===== src/rtl/mac_array_ctrl.sv =====
// Sequencer for the matrix-vector MAC array: fetches rows plus vector into FIFOs, streams them into the MACs.
// Optional build macro ROW_SKEW_EN skews per-row A reads and MAC enables for a systolic B operand.
module mac_array_ctrl #(
    parameter int              NUM_ROWS  = 8,
    parameter int              VEC_LEN   = 8,
    parameter int              ADDR_W    = 32,
    parameter int              DATA_W    = 64,
    parameter logic [ADDR_W-1:0] BASE_ADDR = '0
) (
    input  logic                clk,
    input  logic                rst,
    input  logic                start,
    input  logic                clr,
    output logic [ADDR_W-1:0]   mem_address,
    output logic                mem_read,
    input  logic [DATA_W-1:0]   mem_readdata,
    input  logic                mem_readdatavalid,
    input  logic                mem_waitrequest,
    output logic [NUM_ROWS-1:0] a_fifo_wren,
    output logic                b_fifo_wren,
    output logic [DATA_W-1:0]   fifo_wdata,
    output logic [NUM_ROWS-1:0] a_fifo_rden,
    output logic                b_fifo_rden,
    output logic [NUM_ROWS-1:0] mac_en,
    output logic                mac_clr,
    output logic                busy,
    output logic                done
);

    localparam int IW    = $clog2(NUM_ROWS + 1);
    localparam int SW    = $clog2(VEC_LEN + NUM_ROWS + 1);
    localparam int BYTES = DATA_W / 8;
`ifdef ROW_SKEW_EN
    localparam int COMPUTE_LEN = VEC_LEN + NUM_ROWS;
`else
    localparam int COMPUTE_LEN = VEC_LEN + 1;
`endif

    typedef enum logic [2:0] {IDLE, REQ, WAIT, COMPUTE, FLUSH, DONE} state_t;

    state_t        state, state_nxt;
    logic [IW-1:0] idx;
    logic [SW-1:0] step;
    logic          rd_base;

    always_ff @(posedge clk) begin
        if (rst) state <= IDLE;
        else     state <= state_nxt;
    end

    always_comb begin
        state_nxt   = state;
        mem_read    = 1'b0;
        mem_address = '0;
        busy        = 1'b0;
        done        = 1'b0;
        rd_base     = 1'b0;
        case (state)
            IDLE: begin
                if (start && !clr) state_nxt = REQ;
            end
            REQ: begin
                mem_read    = 1'b1;
                mem_address = BASE_ADDR + ADDR_W'(idx) * ADDR_W'(BYTES);
                busy        = 1'b1;
                if (!mem_waitrequest) state_nxt = WAIT;
            end
            WAIT: begin
                busy = 1'b1;
                if (mem_readdatavalid)
                    state_nxt = (idx == IW'(NUM_ROWS)) ? COMPUTE : REQ;
            end
            COMPUTE: begin
                busy    = 1'b1;
                rd_base = (step < SW'(VEC_LEN));
                if (step == SW'(COMPUTE_LEN - 1)) state_nxt = FLUSH;
            end
            FLUSH: begin
                busy      = 1'b1;
                state_nxt = DONE;
            end
            DONE: begin
                done = 1'b1;
                if (clr) state_nxt = IDLE;
            end
            default: state_nxt = IDLE;
        endcase
    end

    // Word index and compute step counters
    always_ff @(posedge clk) begin
        if (rst) begin
            idx  <= '0;
            step <= '0;
        end else begin
            case (state)
                IDLE: begin
                    if (start && !clr) idx <= '0;
                end
                WAIT: begin
                    if (mem_readdatavalid) begin
                        idx  <= idx + IW'(1);
                        step <= '0;
                    end
                end
                COMPUTE: step <= step + SW'(1);
                default: ;
            endcase
        end
    end

    // FIFO write side and accumulator clear; only WAIT ever writes, so late read data is dropped
    always_ff @(posedge clk) begin
        if (rst) begin
            a_fifo_wren <= '0;
            b_fifo_wren <= 1'b0;
            fifo_wdata  <= '0;
            mac_clr     <= 1'b0;
        end else begin
            a_fifo_wren <= '0;
            b_fifo_wren <= 1'b0;
            mac_clr     <= ((state == IDLE) && (clr || start)) || ((state == DONE) && clr);
            if ((state == WAIT) && mem_readdatavalid) begin
                fifo_wdata <= mem_readdata;
                if (idx < IW'(NUM_ROWS)) a_fifo_wren <= NUM_ROWS'(1) << idx;
                else                     b_fifo_wren <= 1'b1;
            end
        end
    end

    assign b_fifo_rden = rd_base;

`ifdef ROW_SKEW_EN
    // rd_dly[i] is rd_base delayed i+1 cycles: row i reads i cycles late and accumulates one after that
    logic [NUM_ROWS-1:0] rd_dly;

    always_ff @(posedge clk) begin
        if (rst) rd_dly <= '0;
        else     rd_dly <= {rd_dly[NUM_ROWS-2:0], rd_base};
    end

    assign a_fifo_rden = {rd_dly[NUM_ROWS-2:0], rd_base};
    assign mac_en      = rd_dly;
`else
    assign a_fifo_rden = {NUM_ROWS{rd_base}};

    // FIFO read latency is one cycle, so accumulate one cycle after the read
    always_ff @(posedge clk) begin
        if (rst) mac_en <= '0;
        else     mac_en <= a_fifo_rden;
    end
`endif

endmodule

===== config.mk =====
export PLATFORM = sky130hd
export DESIGN_NAME = mac_array_ctrl
export DESIGN_NICKNAME = d
export VERILOG_FILES = /design/src/rtl/mac_array_ctrl.sv
export SDC_FILE = /design/constraint.sdc
export NUM_CORES = 1
export LEC_CHECK = 0
export BUFFER_PORTS_ARGS = -buffer_cell sky130_fd_sc_hd__buf_2
export CAP_MARGIN = 25
export CORE_ASPECT_RATIO = 2
export CORE_UTILIZATION = 45
export CTS_BUF_LIST = sky130_fd_sc_hd__clkbuf_2
export CTS_CLUSTER_DIAMETER = 30
export DETAILED_ROUTE_END_ITERATION = 6
export PLACE_DENSITY = 0.87
export SETUP_SLACK_MARGIN = 0.5
export SKIP_LAST_GASP = 1
export SYNTH_ARGS = -nofsm -noshare
export SYNTH_HDL_FRONTEND = slang
export SYNTH_SLANG_ARGS = --single-unit

===== constraint.sdc =====
create_clock -name clk -period 1.9 [get_ports clk]
set_input_delay 0.19 -clock clk [delete_from_list [all_inputs] [get_ports clk]]
set_output_delay 0.19 -clock clk [all_outputs]
set_load 0.1 [all_outputs]

==> metrics list, run 1 <==
- Outcome: stopped before the end
- Stage reached: 5_1_grt
- The first error in the log reads "[ERROR DPL-0038] Utilization greater than 100%, impossible to legalize".
- The die is 65.2 µm wide.
* Number of warnings printed during yosys synthesis: 0
* Max Root-Sink Buffers: 2
- Fraction of synthesis flops using an asynchronous set or reset pin: 0
- Worst endpoint type: output port
* Die Span Y: 128 µm
* Share of the yosys chip area belonging to registers: 0.484
- Number of port buffers: 167
* Number of clock buffers inserted by TritonCTS: 9
- Counting flops with a built-in enable in the synthesized netlist gives 0.
- Avg Cell Area, Syn: 8.03 µm²
- Starting density of the core: 0.470
- Register bit count reported by yosys: 87
- CTS placed an instance of sky130_fd_sc_hd__clkbuf_2 at the clock tree root.
- Most frequently used flop master after synthesis: sky130_fd_sc_hd__dfxtp_1
* TritonCTS sink count: 87
- Summed over all instances, the cell type with the most area after synthesis is sky130_fd_sc_hd__dfxtp_1.
- Fraction of synthesized cell area taken by the top area cell type: 0.484
- HPWL Detailed: 6.57 mm
- Standard-cell rows: 45
- In this run the number of H-tree levels came out at 3.
* Post-GRT worst EP: b_fifo_rden
* RePlAce Congestion: 0.849
* Largest net degree at the start of global routing: 44
- Total standard cell area after synthesis: 0.00360 mm²
- I/O pins: 196
- Gate count after technology mapping: 448
- The number of placed instances, taps included, is 679.
* Leading post-synthesis cells by cell area: sky130_fd_sc_hd__dfxtp_1 (48%), sky130_fd_sc_hd__nand2_1 (14%), sky130_fd_sc_hd__a21oi_1 (10%), sky130_fd_sc_hd__buf_4 (9.4%), sky130_fd_sc_hd__ha_1 (2.1%)
- In this run, distinct cell masters in the synthesized netlist total 39.
-- per-stage QoR --
stage	area [µm²]	setup TNS (ps)	util	worst slack [ps]
CTS	7250	-2010	0.947	-148
detailed placement	4650	0	0.607	281
floorplan	3800	-3020	-	-381
global placement	4650	0	0.607	362
-- cells in the mapped netlist (all sizes together), types with 2 or more instances --
cell / count
a211oi: 3
a21oi: 72
a22oi: 2
and2: 11
and3: 2
buf: 57
clkbuf: 13
dfxtp: 87
ha: 6
inv: 7
nand2: 131
nand2b: 2
nand3: 3
nand3b: 2
nor2: 19
nor3: 5
nor4: 4
o211ai: 4
o21ai: 4
xor2: 2
-- timing repair --
action                     4_1_cts
hold buffers                    67
setup endpoints to repair      179
hold endpoints to repair        70
setup buffers                   33
resized for setup              357
pin swaps                       44
gates cloned                    12
-- cells by family after synthesis --
group / Yosys count / synth area share
other cells: 1 / 0.00104
flops: 87 / 0.484
simple gates: 186 / 0.225
xor+xnor: 3 / 0.00731
buf+inv: 77 / 0.131
fa+ha+maj: 6 / 0.0209
compound gates: 88 / 0.131
==> inputs of run 2 (changes only) <==
==> config.mk (replaced) <==
export PLATFORM = sky130hd
export DESIGN_NAME = mac_array_ctrl
export DESIGN_NICKNAME = d
export VERILOG_FILES = /design/src/rtl/mac_array_ctrl.sv
export SDC_FILE = /design/constraint.sdc
export NUM_CORES = 1
export LEC_CHECK = 0
export BUFFER_PORTS_ARGS = -buffer_cell sky130_fd_sc_hd__buf_2
export CAP_MARGIN = 25
export CORE_UTILIZATION = 30
export DETAILED_ROUTE_END_ITERATION = 6
export PLACE_DENSITY_LB_ADDON = 0.15
export SKIP_LAST_GASP = 1
export SYNTH_ARGS = -nofsm -noshare
export SYNTH_HDL_FRONTEND = slang
export SYNTH_SLANG_ARGS = --single-unit
==> run 2 against run 1 <==
The flow now finishes, with violations (DRC). Synthesized cell count unchanged. Area after synthesis did not move.
==> metrics list, run 2 <==
- The flow ran to the end, but the final reports show violations.
- Violated checks: DRC
* Number of design rule violations left after detail routing: 13
- Worst IR Drop VDD: 0.000465 V
* Most common library cell in the layout ignoring fill and taps: sky130_fd_sc_hd__buf_2
* Worst hold path class: in -> reg
- Highest fanout seen on the critical path: 9
- Routed length per instance: 12.0 µm
* Class of the most critical setup path: reg -> out
- The pre-antenna-repair detailed-routing pass consisted of 7 iterations.
- Number of hold buffers added after CTS: 0
- The clock net in this run drives a total of 87 sinks.
- I/O pins: 196
- Unique cell type count in the Yosys netlist: 39
- Register clock-pin slew on the reported worst setup and hold paths: 60 ps
- Number of violations reported at the end of detailed-routing iteration 0: 182
* Share of the core filled with cells in the final layout: 0.426
- The tree is rooted in a sky130_fd_sc_hd__clkbuf_16.
* Number of antenna violations at the first check in global routing: 0
* H-tree levels: 3
- In this run the remaining antenna-violating nets after routing total 0.
- The floorplan step defined a die boundary enclosing 0.0124 mm².
- Placed Cells incl. Taps: 725
- Dividing total power by cell area gives a power density of 858 mW/mm².
* Via density per instance: 4.42
- At the pin with the least slew margin, the transition time is 523 ps.
* Leading post-synthesis cells by cell area: sky130_fd_sc_hd__dfxtp_1 (48%), sky130_fd_sc_hd__nand2_1 (14%), sky130_fd_sc_hd__a21oi_1 (10%), sky130_fd_sc_hd__buf_4 (9.4%), sky130_fd_sc_hd__ha_1 (2.1%)
* Net switching power: 1.35 mW
- RSZ-0062 raised after global routing: true
* Worst r2r path cells: 4
- Fill count: 1,184
* Post-CTS Setup Inserts: 0
- The synthesized netlist occupies a cell area of 0.00360 mm².
* Fraction of synthesis flops using an asynchronous set or reset pin: 0
* Critical Path End Type: output pin
- By count the netlist is led by sky130_fd_sc_hd__nand2_1 (131), sky130_fd_sc_hd__dfxtp_1 (87), sky130_fd_sc_hd__a21oi_1 (72).
- Die Span Y: 111 µm
- Data arrival, critical path: 1640 ps
- Fin cells: 739
- sky130_fd_sc_hd__nand2_1 is the most common cell in the netlist.
- Max-capacitance violation count: 0
- Leakage power: 2.19 nW
- Top flop regs: fifo_wdata x64, a_fifo_wren x8, step x5
* Largest net degree at the start of global routing: 47
- Clock share of power: 0.357
* Share of the yosys chip area belonging to registers: 0.484
* CP Launch Type: flop
- On the final layout, the worst hold slack is 94.6 ps.
- Total count of max-transition violations in the final report: 0
* Starting density of the core: 0.311
- The count of endpoints failing hold in the final timing report is 0.
* Worst slack after detailed placement: 321 ps
* Global router's overall resource usage: 0.144
- fifo_wdata holds more flip-flops than any other register.
- Post-layout net count: 669
- Gate count after technology mapping: 448
- TritonCTS built the clock tree.
- Final global-route overflow total: 0
- Reg power frac: 0.446
- Total via count after detailed routing: 3,263
* Area after DPL: 0.00466 mm²
* Minimum setup slack in the final design: 74.1 ps
* DIE WIDTH: 111 µm
- Core Region: 0.0116 mm²
- Setup violation total in the final timing report: 0
- Number of warnings printed during yosys synthesis: 0
* Final critical path time including I/O delays and setup: 1830 ps
- Avg Cell Area, Syn: 8.03 µm²
* Internal Dissipation: 2.88 mW
- Library cell occupying the most area in the post-synthesis netlist: sky130_fd_sc_hd__dfxtp_1
- Area growth, synth to finish: 36.9%
- Data on the critical path is required at its endpoint by 1710 ps.
- Measured against its own limit, the worst slew margin works out to 0.646.
- Ratio of cells with drive above 1 in the final layout: 0.344
- The register with the most flip-flops in the layout has 64 of them.
- RePlAce Congestion: 0.780
* Setup Total Neg Slack: 0 ps
* Vias in the first global route: 3,124
- HPWL Detailed: 6.33 mm
* Max Root-Sink Buffers: 2
- The count of buffers added on input and output ports is 167.
- Counting the buffers created by CTS gives 9.
* Post-route clock skew: 3.54 ps
- The later pin in the worst-skew pair is clocked with a latency of 330 ps.
- Total Routed Length: 8.87 mm
- Post-route total power: 4.22 mW
* Comb pwr share: 0.197
- The worst hold path was traced through 3 stages.
- Of the available clock period, the critical path in the final layout requires 0.961.
- The first global-routing pass estimated 14.4 mm of wire.
* Antenna diode instance count: 0
- After synthesis the netlist holds a flip-flop and latch count of 87.
* Upper clock frequency limit: 0.548 GHz
- Most frequently used flop master after synthesis: sky130_fd_sc_hd__dfxtp_1
* Count of flip-flops with a built-in enable after synthesis: 0
* Standard-cell rows: 39
- Of the total power, the share spent switching nets is 0.318.
- Fraction of synthesized cell area taken by the top area cell type: 0.484
- After routing the design area is 0.00492 mm².
- Most frequent cells in the layout: sky130_fd_sc_hd__buf_2 (151), sky130_fd_sc_hd__nand2_1 (131), sky130_fd_sc_hd__dfxtp_1 (84)
## run 2: cell counts after synthesis
Identical to the previous run, type by type.
## run 2: timing repair
item,4_1_cts,5_1_grt
gates resized for setup,3,3
gates cloned,0,0
setup endpoints to repair,3,11
## run 2: power groups by stage
stage | clock network, mW | logic, mW | registers, mW
final | 1.51 | 0.831 | 1.88
after global routing | 1.66 | 0.867 | 1.89
after CTS | 1.58 | 0.835 | 1.88
after detailed placement | 0 | 0.832 | 1.92
after global placement | 0 | 0.831 | 1.92
after floorplan | 0 | 0.516 | 2.12
## run 2: logic make-up (layout without fill, tap and decap cells)
kind of cell	count (synthesis)	after routing	synth area share
flops	87	87	0.484
buf+inv	77	198	0.131
fa+ha+maj	6	6	0.0209
compound gates	88	88	0.131
other cells	1	28	0.00104
simple gates	186	186	0.225
xor+xnor	3	3	0.00731
## run 2: final timing paths
path / from / to / slack (ps)
max reg2reg: state[1]$_SDFFE_PP0P_ / state[2]$_SDFFE_PP0P_ / 310
min reg2reg: fifo_wdata[36]$_SDFFE_PP0N_ / fifo_wdata[36]$_SDFFE_PP0N_ / 450
max: state[2]$_SDFFE_PP0P_ / a_fifo_rden[5] / 70
min: mem_readdata[3] / fifo_wdata[3]$_SDFFE_PP0N_ / 90
## run 2: per-layer routing
layer  vias to the layer above  share of wire  GRT usage
li1                       1673              -          -
met1                      1462           0.43      0.160
met2                       116           0.47      0.253
met3                        12          0.075     0.0528
met4                         0          0.018     0.0505
met5                         -              0          0
## run 2: area by class of cell
cell class              instances  area [µm²]  share of cell area
flip-flops and latches         87        1750               0.356
multi-input cells             311        1560               0.316
repair buffers                177        1160               0.236
clock buffers                  12         236              0.0480
well taps                     143         179              0.0363
inverters                       7        26.3             0.00534
clock inverters                 2        10.0             0.00203
## run 2: critical path, cell delays in order (launching register included)
cell,delay (ps)
sky130_fd_sc_hd__dfxtp_2,370
sky130_fd_sc_hd__nand3b_1,220
sky130_fd_sc_hd__buf_4,190
sky130_fd_sc_hd__nor3_4,150
sky130_fd_sc_hd__buf_12,190
sky130_fd_sc_hd__buf_12,180
(Power assumes the default switching activity.)
